--- src/rtl/fft8_unloader_if.sv ---
// fft8_unloader_if
//   Result stream carried out of the 8-point FFT unloader: one complex word per
//   cycle with a valid/ready handshake.
//   Signals:
//     valid  word on re/im/idx/last is valid
//     ready  consumer accepts the word this cycle
//     re     real part of the word
//     im     imaginary part of the word
//     idx    FFT bin index of the word
//     last   marks the eighth word of a frame
//   Modports: master (unloader side), slave (consumer side).
interface fft8_unloader_if #(
  parameter int DW = 32
);
  logic                 valid;
  logic                 ready;
  logic signed [DW-1:0] re;
  logic signed [DW-1:0] im;
  logic [2:0]           idx;
  logic                 last;

  modport master (output valid, re, im, idx, last, input ready);
  modport slave  (input valid, re, im, idx, last, output ready);
endinterface

--- src/rtl/fft8_unloader.sv ---
// fft8_unloader
//   Output-side consumer of the 8-point combine stage. The combine stage has a
//   fixed latency and no valid strobe, so the frame start pulse is delayed LAT
//   cycles to find the cycle its eight complex results are present. Results
//   land in one of two banks and are streamed one complex word per cycle; a new
//   frame can be captured while the previous one drains.
//   Ports:
//     clk      clock, rising edge
//     rst      asynchronous active-high reset (deassertion re-timed internally)
//     start    frame inputs presented to the combine stage this cycle
//     in_real  combine outputs, word k at [k*DW +: DW]
//     in_imag  same layout, imaginary parts
//     out      result stream (fft8_unloader_if.master)
//     busy     a bank holds a frame or a capture is still in the delay line
//     drop     one-cycle pulse: a frame was lost because no bank was free
//     err      sticky drop flag, cleared only by reset
//   Build option: define FFT8_UNLOAD_BITREV_EN to emit bins in bit-reversed
//   order (0,4,2,6,1,5,3,7); otherwise natural order.
module fft8_unloader #(
  parameter int DW  = 32,
  parameter int LAT = 3
) (
  input  logic                clk,
  input  logic                rst,
  input  logic                start,
  input  logic [8*DW-1:0]     in_real,
  input  logic [8*DW-1:0]     in_imag,
  fft8_unloader_if.master     out,
  output logic                busy,
  output logic                drop,
  output logic                err
);

  typedef enum logic {IDLE = 1'b0, STREAM = 1'b1} state_t;

  state_t               state, state_nxt;
  logic [1:0]           rst_pipe;
  logic                 rst_hold;
  logic [LAT-1:0]       dly;
  logic [1:0]           full, full_nxt;
  logic                 wr_ptr, wr_nxt;
  logic                 rd_ptr, rd_nxt;
  logic [2:0]           cnt, cnt_nxt;
  logic                 cap, hs, rel, cap_ok, drop_nxt;
  logic [2:0]           sel;
  logic signed [DW-1:0] bank_re [2][8];
  logic signed [DW-1:0] bank_im [2][8];

`ifdef FFT8_UNLOAD_BITREV_EN
  function automatic logic [2:0] bitrev3(input logic [2:0] v);
    return {v[0], v[1], v[2]};
  endfunction
  assign sel = bitrev3(cnt);
`else
  assign sel = cnt;
`endif

  // Reset release is held for two extra clocks so deassertion is synchronous
  // to clk even though assertion takes effect immediately.
  always_ff @(posedge clk or posedge rst) begin
    if (rst) rst_pipe <= 2'b11;
    else     rst_pipe <= {rst_pipe[0], 1'b0};
  end
  assign rst_hold = rst_pipe[1];

  // Next-state / bank bookkeeping.
  always_comb begin
    cap      = dly[LAT-1];
    hs       = (state == STREAM) && out.ready;
    rel      = hs && (cnt == 3'd7);
    // A bank released by the last handshake this cycle may be rewritten at once.
    cap_ok   = cap && (!full[wr_ptr] || (rel && (rd_ptr == wr_ptr)));
    drop_nxt = cap && !cap_ok;
    full_nxt = full;
    if (rel)    full_nxt[rd_ptr] = 1'b0;
    if (cap_ok) full_nxt[wr_ptr] = 1'b1;
    wr_nxt    = cap_ok ? ~wr_ptr : wr_ptr;
    rd_nxt    = rel ? ~rd_ptr : rd_ptr;
    cnt_nxt   = hs ? cnt + 3'd1 : cnt;
    // Looking at the next fill state lets a frame captured in the same cycle
    // as a last handshake follow on with no bubble, and starts streaming the
    // cycle right after a capture when idle.
    state_nxt = full_nxt[rd_nxt] ? STREAM : IDLE;
  end

  // Control registers: delay line, flags, pointers, counter, FSM state.
  always_ff @(posedge clk or posedge rst) begin
    if (rst) begin
      state  <= IDLE;
      dly    <= '0;
      full   <= '0;
      wr_ptr <= 1'b0;
      rd_ptr <= 1'b0;
      cnt    <= '0;
      drop   <= 1'b0;
      err    <= 1'b0;
    end else if (rst_hold) begin
      state  <= IDLE;
      dly    <= '0;
      full   <= '0;
      wr_ptr <= 1'b0;
      rd_ptr <= 1'b0;
      cnt    <= '0;
      drop   <= 1'b0;
      err    <= 1'b0;
    end else begin
      state  <= state_nxt;
      dly    <= (dly << 1) | LAT'(start);
      full   <= full_nxt;
      wr_ptr <= wr_nxt;
      rd_ptr <= rd_nxt;
      cnt    <= cnt_nxt;
      drop   <= drop_nxt;
      err    <= err | drop_nxt;
    end
  end

  // Bank storage: written only on an accepted capture, never reset.
  always_ff @(posedge clk) begin
    if (cap_ok) begin
      for (int k = 0; k < 8; k++) begin
        bank_re[wr_ptr][k] <= $signed(in_real[k*DW +: DW]);
        bank_im[wr_ptr][k] <= $signed(in_imag[k*DW +: DW]);
      end
    end
  end

  // Output word: selected from registered state only, forced to zero when idle.
  assign out.valid = (state == STREAM);
  assign out.re    = out.valid ? bank_re[rd_ptr][sel] : '0;
  assign out.im    = out.valid ? bank_im[rd_ptr][sel] : '0;
  assign out.idx   = out.valid ? sel : 3'd0;
  assign out.last  = out.valid && (cnt == 3'd7);
  assign busy      = (|full) | (|dly);

endmodule

--- src/flat_wrapper.sv ---
// flat-port wrapper written by rule: the top's interface ports become plain ports
module fft8_unloader_flat 
#(
  parameter int DW  = 32,
  parameter int LAT = 3
)
  (clk, rst, start, in_real, in_imag, busy, drop, err, out_valid, out_re, out_im, out_idx, out_last, out_ready);
  fft8_unloader_if #(.DW(DW)) out_i ();
  input  logic clk;
  input  logic rst;
  input  logic start;
  input  logic [8*DW-1:0] in_real;
  input  logic [8*DW-1:0] in_imag;
  output logic busy;
  output logic drop;
  output logic err;
  output wire logic [$bits(out_i.valid)-1:0] out_valid;
  output wire logic [$bits(out_i.re)-1:0] out_re;
  output wire logic [$bits(out_i.im)-1:0] out_im;
  output wire logic [$bits(out_i.idx)-1:0] out_idx;
  output wire logic [$bits(out_i.last)-1:0] out_last;
  input wire logic [$bits(out_i.ready)-1:0] out_ready;
  assign out_valid = out_i.valid;
  assign out_re = out_i.re;
  assign out_im = out_i.im;
  assign out_idx = out_i.idx;
  assign out_last = out_i.last;
  assign out_i.ready = out_ready;
  fft8_unloader #(.DW(DW), .LAT(LAT)) u_core (.clk(clk), .rst(rst), .start(start), .in_real(in_real), .in_imag(in_imag), .out(out_i), .busy(busy), .drop(drop), .err(err));
endmodule
--- config.mk ---
export PLATFORM = sky130hd
export DESIGN_NAME = fft8_unloader_flat
export DESIGN_NICKNAME = d
export VERILOG_FILES = /design/src/rtl/fft8_unloader_if.sv /design/src/rtl/fft8_unloader.sv /design/src/flat_wrapper.sv
export SDC_FILE = /design/constraint.sdc
export NUM_CORES = 1
export LEC_CHECK = 0
export CAP_MARGIN = 0
export CELL_PAD_IN_SITES_DETAIL_PLACEMENT = 0
export CELL_PAD_IN_SITES_GLOBAL_PLACEMENT = 1
export CORE_MARGIN = 3
export CORE_UTILIZATION = 52
export CTS_BUF_LIST = sky130_fd_sc_hd__clkbuf_8
export DETAILED_ROUTE_END_ITERATION = 8
export PLACE_DENSITY = 0.87
export REMOVE_ABC_BUFFERS = 1
export SLEW_MARGIN = 30
export SYNTH_ARGS = -nofsm -noshare
export SYNTH_HDL_FRONTEND = slang
export SYNTH_SLANG_ARGS = --single-unit
--- constraint.sdc ---
create_clock -name clk -period 45.9 [get_ports clk]
set_input_delay 4.59 -clock clk [delete_from_list [all_inputs] [get_ports clk]]
set_output_delay 4.59 -clock clk [all_outputs]
set_load 0.05 [all_outputs]
# [Word-level counts from Yosys, hierarchy flattened]
# Memory sizes are Yosys's and may differ from the RTL's.
# Cells that the tools add are included.
[word_totals] reg_bits=15 latch_bits=0 ramBits=1024 romBits=0 in_bits=516 out_inout_bits=72 elab_cells=77 mem_count=2
[memory_table] memory="u_core.bank_im" depth=2 width=256 rd=1 rd_ports_with_merged_regs=0 wr=1 line_no="fft8_unloader.sv:47" source="logic signed [DW-1:0] bank_im [2][8];"
[memory_table] memory="u_core.bank_re" depth=2 width=256 rd=1 rd_ports_with_merged_regs=0 wr=1 line_no="fft8_unloader.sv:46" source="logic signed [DW-1:0] bank_re [2][8];"
[classes] add_sub_neg=1 multipliers=0 div=0 magnitude_cmp=6 eq_ne=2 shift=0 n_mux=33 bitwise_logic=9 n_reduce_logical=15
[op_table] operator="32-bit binary-select mux with 3-bit select" n=2
[op_table] operator="32-bit two-way mux" n=6
[op_table] operator="1-bit two-way mux" n=16
[op_table] operator="3-bit two-way mux" n=4
[op_table] operator="1-bit logical AND" n=8
[op_table] operator="1-bit by 2-bit less-than comparator with 1-bit output (second input constant)" n=3
[op_table] operator="2-bit two-way mux" n=3
[op_table] operator="4-bit greater-or-equal comparator (second input constant)" n=1
[op_table] operator="3-bit inverter with 4-bit output" n=1
[op_table] operator="2-bit nonzero test" n=2
[op_table] operator="3-bit by 1-bit adder with 3-bit output (second input constant)" n=1
[op_table] operator="3-bit equality test (second input constant)" n=1
[op_table] operator="3-bit by 1-bit bitwise OR with 3-bit output" n=1
[op_table] operator="3-bit OR reduction" n=1
[op_table] operator="2-bit AND" n=1
[op_table] operator="1-bit demux with 1-bit select" n=2
[op_table] operator="1-bit greater-or-equal comparator (second input constant)" n=2
[op_table] operator="1-bit zero test" n=2
[op_table] operator="1-bit inverter" n=2
[op_table] operator="2-bit inverter" n=1
[op_table] operator="1-bit bitwise OR" n=2
[op_table] operator="2-bit bitwise OR" n=1
[op_table] operator="2-bit OR reduction" n=1
[op_table] operator="1-bit equality test" n=1
[op_table] operator="1-bit logical OR" n=1

# [Logic depth before layout (Yosys ltp)]
# Gate-level depths: netlist of run 1.
[logic_depth] depth_word=13 depth_mapped=8 ltp_nobuf=6

# [Worst setup path after synthesis of run 1]
# Ideal clock, no wire load.
[synth_path] path_type="in2reg" startpoint="in out_ready" endpoint="mem u_core.bank_im[1][0] in the netlist's numbering (enable)" setup_ns=1.565 arrival_ns=29.305 t_required_ns=44.335 setup_slack_ns=15.030 stages=2 n_path_buf=0 path_cell_list="nand4_1 > a21oi_1"
[synth_via] elab_chain_len=7
[synth_lines] item="start, declared" line_no="flat_wrapper.sv:22" source="input wire logic [$bits(out_i.ready)-1:0] out_ready;"
[synth_lines] item="1-bit logical AND" line_no="fft8_unloader.sv:69" source="hs = (state == STREAM) && out.ready;"
[synth_lines] item="1-bit logical AND" line_no="fft8_unloader.sv:70" source="rel = hs && (cnt == 3'd7);"
[synth_lines] item="1-bit logical AND" line_no="fft8_unloader.sv:72" source="cap_ok = cap && (!full[wr_ptr] || (rel && (rd_ptr == wr_ptr)));"
[synth_lines] item="1-bit logical OR" line_no="fft8_unloader.sv:72"
[synth_lines] item="1-bit logical AND" line_no="fft8_unloader.sv:72"
[synth_lines] item="1-bit two-way mux" line_no="fft8_unloader.sv:120" source="if (cap_ok) begin"
[synth_lines] item="1-bit two-way mux (implied by the code)" line_no="fft8_unloader.sv:123" source="bank_im[wr_ptr][k] <= $signed(in_imag[k*DW +: DW]);"
[synth_lines] item="end, declared" line_no="fft8_unloader.sv:47"
# No other way between the ends.

# [Worst setup path in the final report of run 1]
[layout_path] startpoint="reg u_core.rd_ptr" endpoint="out out_re[5]"
[layout_via] elab_chain_len=5
[layout_lines] item="start, declared" line_no="fft8_unloader.sv:42" source="logic rd_ptr, rd_nxt;"
[layout_lines] item="start signal, assigned" line_no="fft8_unloader.sv:111" source="rd_ptr <= rd_nxt;"
[layout_lines] item="memory read 2 x 256 bit"
[layout_lines] item="32-bit binary-select mux with 3-bit select" line_no="fft8_unloader.sv:130" source="assign out.re = out.valid ? bank_re[rd_ptr][sel] : '0;"
[layout_lines] item="32-bit two-way mux (implied by the code) (2 in a row)" line_no="fft8_unloader.sv:130"
[layout_lines] item="32-bit two-way mux" line_no="fft8_unloader.sv:130"
[layout_lines] item="end, declared" line_no="flat_wrapper.sv:18" source="output wire logic [$bits(out_i.re)-1:0] out_re;"
# No other way between the ends. The select of a mux whose other input is x is not followed.

==> flow_summary.yaml, run 1 <==
status:
  status: "complete, no violations"
clocking:
  insertion_delay_ps: 780
  cts_made_buffers: 164
  path_clk_slew_ps: 60
  clockRootBuffer: "clkbuf_8"
  postCtsHoldBufs: 0
  cts_max_level: 4
  post-cts-setup-buffers: 0
  cts.repair.resized: 0
  cts_tree: "yes"
  clock-sinks: 1039
  clk_path_buf_depth: 3
cells_and_area:
  final_nets: 3315
  drive_gt1_share_pct: 8.645
  seq_area_mm2: 0.03113
  n_fill_cell: 5181
  multi_input_area_mm2: 0.008188
  syn2layout_area_growth_pct: 23.76
  final_area_mm2: 0.04979
synthesis:
  synth_top_area_cell: "edfxtp_1"
  ys.warnings.count: 0
  synth_async_sr_flop_share_pct: 1.444
  synth_cell_types: 38
  synth_area_mm2: 0.04023
  ys_ff_latch: 1039
  synth_edf_count: 1024
  synth.area.top_cells: "edfxtp_1 76%, mux2i_1 12%, a22oi_1 4.0%"
  synth_top_area_share_pct: 76.43
  synth_commonest_cells: "1,024 x edfxtp_1, 472 x mux2i_1, 216 x a22oi_1, 75 x nand2_1, 70 x o21ai_1"
  synth_most_common_cell: "edfxtp_1"
  syn_inst: 2139
  avgSynthCellArea_um2: 18.81
  yosysSeqAreaShare_pct: 77.37
  ys.flop_type: "edfxtp_1"
timing:
  finalCritPeriodShare_pct: 23.65
  skew_ps: 34.38
  setup_viol: 0
  max_freq_mhz: 92.13
  fin_hold_ws_ps: 355.5
  final_hold_viol_count: 0
  period_minus_slack_ps: 10850
  timing.final.ws_setup_ps: 35050
  drv_slew: 0
  relSlewSlack_pct: 34.36
  worst_pin_slew_ps: 984.5
  rsz0062_at_grt: "false"
  setup_tns_ps: 0
power:
  leakagePower_nw: 15.41
  power_mw: 1.821
  power-per-cell-area_mw_per_mm2: 36.56
  max-vdd-ir-drop_mv: 0.02435
critical_path:
  cp-end-kind: "primary output"
  r2r_start: "u_core.cnt[1]"
  rrSetupSlack_ps: 41360
  worstSetupPathType: "reg -> out"
  critPathArrivalTime_ps: 6260
  crit_path_start: "u_core.rd_ptr"
  crit_fanout: 57
  required_ps: 41310
  start_kind: "flop"
global_route:
  grt_start_max_net_pins: 187
  grt_pass1_vias: 23700
  grt_pass1_wl_um: 141500
  globalRouteOverflowTotal: 0
  grt_usage_pct: 23.24
  antenna_found_initial: 33
floorplan:
  rows: 101
  coreArea_mm2: 0.07633
  dieHeight_um: 284.2
  num_io_pins: 588
  die_area_mm2: 0.08075
  fp.dieW_um: 284.2
  initial_core_util_pct: 52.71
routing:
  drt_first_iter_violations: 2107
  vias: 22440
  drt_first_pass_iters: 6
  drcViolationCount: 0
  wl_um: 95690
  ant_nets: 0
  via_per_inst: 5.654
  wl_per_cell_um: 24.12
placement:
  dpl_cell_area_mm2: 0.04681
  hpwl_um: 59310
  pre_cts_ws_ps: 35830
  io_buffers: 587
  routabilityCongestion: 0.8643
run:
  cap_violations: 0
hold_path:
  hold_start: "u_core.rst_pipe[0]"
  hold_class: "reg -> reg"
==> worst max-delay path, stage by stage (launching register included) <==
cell and delay [ps]:
dfrtp_4 790, buf_4 590, buf_4 840, buf_4 860
buf_4 730, mux2i_1 200, a22oi_1 240, nand3_1 110
o21ai_1 150, clkdlybuf4s50_1 830
==> registers in the layout, summed over array words and instances, names as in the netlist <==
signal / count
u_core.cnt: 3
u_core.rd_ptr: 1
u_core.drop: 1
u_core.full: 2
u_core.err: 1
u_core.out.valid: 1
u_core.rst_pipe: 2
u_core.dly: 3
u_core.wr_ptr: 1
u_core.bank_re: 512
u_core.bank_im: 512
==> per-stage QoR <==
stage / util, % / std cells
5_1_grt: 65.22 / 3962
4_1_cts: 65.04 / 3942
6_report: 65.24 / 3968
3_5_place_dp: 61.32 / 3658
3_3_place_gp: 61.26 / 3656
2_1_floorplan: - / 2012
==> layout by cell type, fill, tap and decap left out, types with 2 or more instances in the layout <==
cell type        count
clkinv_1            35
buf_12               6
dfstp_2              2
a221oi_1            19
nor2_4               2
o21ai_0              4
a21oi_1              6
clkdlybuf4s50_1    587
o22ai_1              2
a22oi_1            216
clkinv_2             8
clkbuf_8           168
nor2_1               4
a211oi_1             2
nand3_1             54
buf_4               17
inv_2                2
edfxtp_1          1024
buf_6                6
buf_16               3
diode_2             23
clkinvlp_4           3
and2_1               3
mux4_2              20
inv_6                2
inv_1               66
inv_12               4
mux2i_1            472
nor2b_1              3
o21ai_1             70
nand2_1             75
ha_1                 2
dfrtp_1             12
==> kinds of logic after synthesis <==
logic type / Yosys count / synth area share, %
AO/OA/AOI/OAI: 323 / 5.607
XOR/XNOR: 2 / 0.06221
adder cells (fa/ha/maj): 2 / 0.06219
buffers and inverters: 132 / 2.398
flip-flops: 1039 / 77.37
multiplexers: 492 / 12.86
other: 1 / 0.009321
AND/OR/NAND/NOR: 148 / 1.633
==> per-layer routing <==
metal  track usage [%]  share of wire [%]  vias to the layer above
li1                  -                  -                    10040
met4             8.539                2.5                       22
met5                 0               0.15                        -
met3             6.191                7.9                      195
met1             29.48                 39                    11220
met2             38.72                 51                      963
==> where the power goes <==
group	switching, mW	leakage [nW]	internal, mW
Clock	0.342	1.67	0.340
Sequential	0.00294	9.44	1.05
Combinational	0.0342	4.29	0.0467
Total	0.380	15.4	1.44
==> cell type report <==
type,count,area share [%]
sequential,1039,62.52
multi-input combinational,968,16.44
timing repair buffer,619,12.60
clock buffer,168,4.644
tap,1030,2.588
clock inverter,116,1.053
antenna,23,0.1156
inverter,5,0.03769
==> final timing paths <==
path	endpoint	depth (start not counted)
worst max-delay path	out_re[5]	9
worst min register to register	u_core.rst_pipe[1]	0
worst min-delay path	u_core.rst_pipe[1]	0
worst max register to register	u_core.bank_im[0][2]	10
max in group asynchronous	u_core.rd_ptr	2
min in group asynchronous	u_core.full[0]	2
No activity file was read; power rests on OpenSTA's default activity.
==> run 2: changes to the inputs <==
Settings changed: CORE_UTILIZATION 52 to 43, PLACE_DENSITY 0.87 to 0.77.
Clock period 45.9 ns to 9.3 ns, I/O delays scaled along.
==> run 2 against run 1 <==
Compared with the run above: first-iteration DRC count decreased by 12%; sequential share of layout area shrank 0.79 points; via count shrank 0.78%; final area up 1.3%; largest power group unchanged; highest routed layer unchanged; critical path depth down 1; register-to-register slack got worse by 37000 ps; largest cell class unchanged; total power grew to 5.1 times the previous value; routed wire length increased by 2.9%; sequential power rose to 4.9 times the previous value; combinational power increased to 4.9 times the previous value.
==> flow_summary.yaml, run 2 (synthesized netlist as in run 1, its figures left out) <==
status:
  status: "complete, no violations"
floorplan:
  die_area_mm2: 0.09727
  coreArea_mm2: 0.09222
  dieHeight_um: 311.9
  num_io_pins: 588
  fp.dieW_um: 311.9
  initial_core_util_pct: 43.63
  rows: 111
critical_path:
  start_kind: "flop"
  reg2reg_depth: 10
  worstSetupPathType: "reg -> out"
  critPathArrivalTime_ps: 4950
  path_common_cell: "buf_12"
  max_stage_delay_ps: 900
  crit_path_top_delay_cell: "clkdlybuf4s50_1"
  crit_path_start: "u_core.rd_ptr"
  crit_fanout: 92
  cp-end-kind: "primary output"
  worstPathCellList: "buf_12 -> buf_12 -> buf_16 -> mux2i_1 -> a22oi_1 -> nand2_1 -> o21ai_1 -> clkdlybuf4s50_1"
  r2r_start: "u_core.cnt[1]"
  required_ps: 8370
cells_and_area:
  reg_top3: "u_core.bank_im (512), u_core.bank_re (512)"
  mostFrequentLayoutCells: "1,024 x edfxtp_1, 587 x clkdlybuf4s50_1, 472 x mux2i_1"
  n_fill_cell: 7328
  final_common_cell: "edfxtp_1"
  syn2layout_area_growth_pct: 25.35
  seq_area_mm2: 0.03113
  stdcell_count: 4218
  multi_input_area_mm2: 0.008188
  drive_gt1_share_pct: 9.563
  final_nets: 3324
placement:
  io_buffers: 587
  place_inst: 3871
  routabilityCongestion: 0.8153
  hpwl_um: 59940
routing:
  wl_um: 98480
  via_per_inst: 5.278
  drt_first_iter_violations: 1855
  ant_nets: 0
  drcViolationCount: 0
  wl_per_cell_um: 23.35
  vias: 22260
  drt_first_pass_iters: 5
clocking:
  clk_path_buf_depth: 3
  path_clk_slew_ps: 60
  post-cts-setup-buffers: 0
  cts_made_buffers: 171
  cts_tree: "yes"
  cts.repair.resized: 0
  clock-sinks: 1039
  insertion_delay_ps: 810
  clockRootBuffer: "clkbuf_8"
  postCtsHoldBufs: 0
  cts_max_level: 4
power:
  leakagePower_nw: 15.58
  max-vdd-ir-drop_mv: 0.1249
  power-per-cell-area_mw_per_mm2: 183.2
timing:
  final_hold_viol_count: 0
  drv_slew: 0
  worst_pin_slew_ps: 999.6
  max_freq_mhz: 170.1
  setup_tns_ps: 0
  skew_ps: 27.63
  setup_viol: 0
  relSlewSlack_pct: 33.36
  period_minus_slack_ps: 5878
  finalCritPeriodShare_pct: 63.20
  rsz0062_at_grt: "false"
global_route:
  globalRouteOverflowTotal: 0
  antenna_found_initial: 44
  grt_pass1_wl_um: 144500
  grt_usage_pct: 19.86
  grt_pass1_vias: 23720
  grt_start_max_net_pins: 174
hold_path:
  hold_start: "u_core.rst_pipe[0]"
  hold_class: "reg -> reg"
  whs_path_depth: 0
run:
  cap_violations: 0
run 2: cell types whose count changed in the layout (fill, tap and decap cells not counted), moves of 2 or more:
cell	delta
diode_2	+3
clkinv_1	+10
clkinv_2	+17
bufinv_16	+3
buf_6	-2
inv_1	-6
inv_12	-3
clkbuf_8	+7
clkinvlp_4	+2
buf_16	+3
run 2: where the power goes:
group / internal, mW / switching (mW)
sequential: 5.20 / 0.0136
clock: 1.84 / 1.78
combinational: 0.231 / 0.168
total: 7.28 / 1.96
run 2: metal layers:
| layer | track usage (%) | part of all wire [%] | vias up |
|---|---|---|---|
| li1 | - | - | 10070 |
| met1 | 23.84 | 39 | 11150 |
| met2 | 33.30 | 51 | 843 |
| met3 | 6.763 | 8.2 | 169 |
| met4 | 7.244 | 2.2 | 30 |
| met5 | 0 | 0.22 | - |
run 2: through the flow:
step	util, %	hold WS (ps)	setup slack (ps)	cell area [um^2]	power [mW]
global placement	51.04	346.9	4269	47070	5.696
detailed placement	51.08	351.1	4387	47110	5.712
global route	54.66	322.9	3231	50410	9.608
finish	54.69	344.9	3422	50430	9.240
CTS	54.47	322.1	3459	50230	9.363
floorplan	-	345.2	-35130	39290	5.452
run 2: cell type report:
| cell class | instances | share of cell area [%] |
|---|---|---|
| flip-flops and latches | 1039 | 61.73 |
| diodes | 26 | 0.1290 |
| clock buffers | 175 | 4.776 |
| multi-input cells | 968 | 16.23 |
| repair buffers | 621 | 12.60 |
| inverters | 5 | 0.03721 |
| well taps | 1243 | 3.084 |
| clock inverters | 141 | 1.414 |
run 2: final timing paths:
kind	end	slack, ps
min reg2reg	u_core.rst_pipe[1]	340
min in group asynchronous	u_core.drop	500
max reg2reg	u_core.bank_im[0][235]	4830
max in group asynchronous	u_core.rd_ptr	8360
min	u_core.rst_pipe[1]	340
max	out_re[0]	3420
run 2: worst max-delay path, delay by kind of cell (launching register included):
family | cells | cell delay, ps
multiplexers | 1 | 180
AO/OA/AOI/OAI | 2 | 510
flip-flops | 1 | 730
AND/OR/NAND/NOR | 1 | 80
buffers and inverters | 4 | 2210
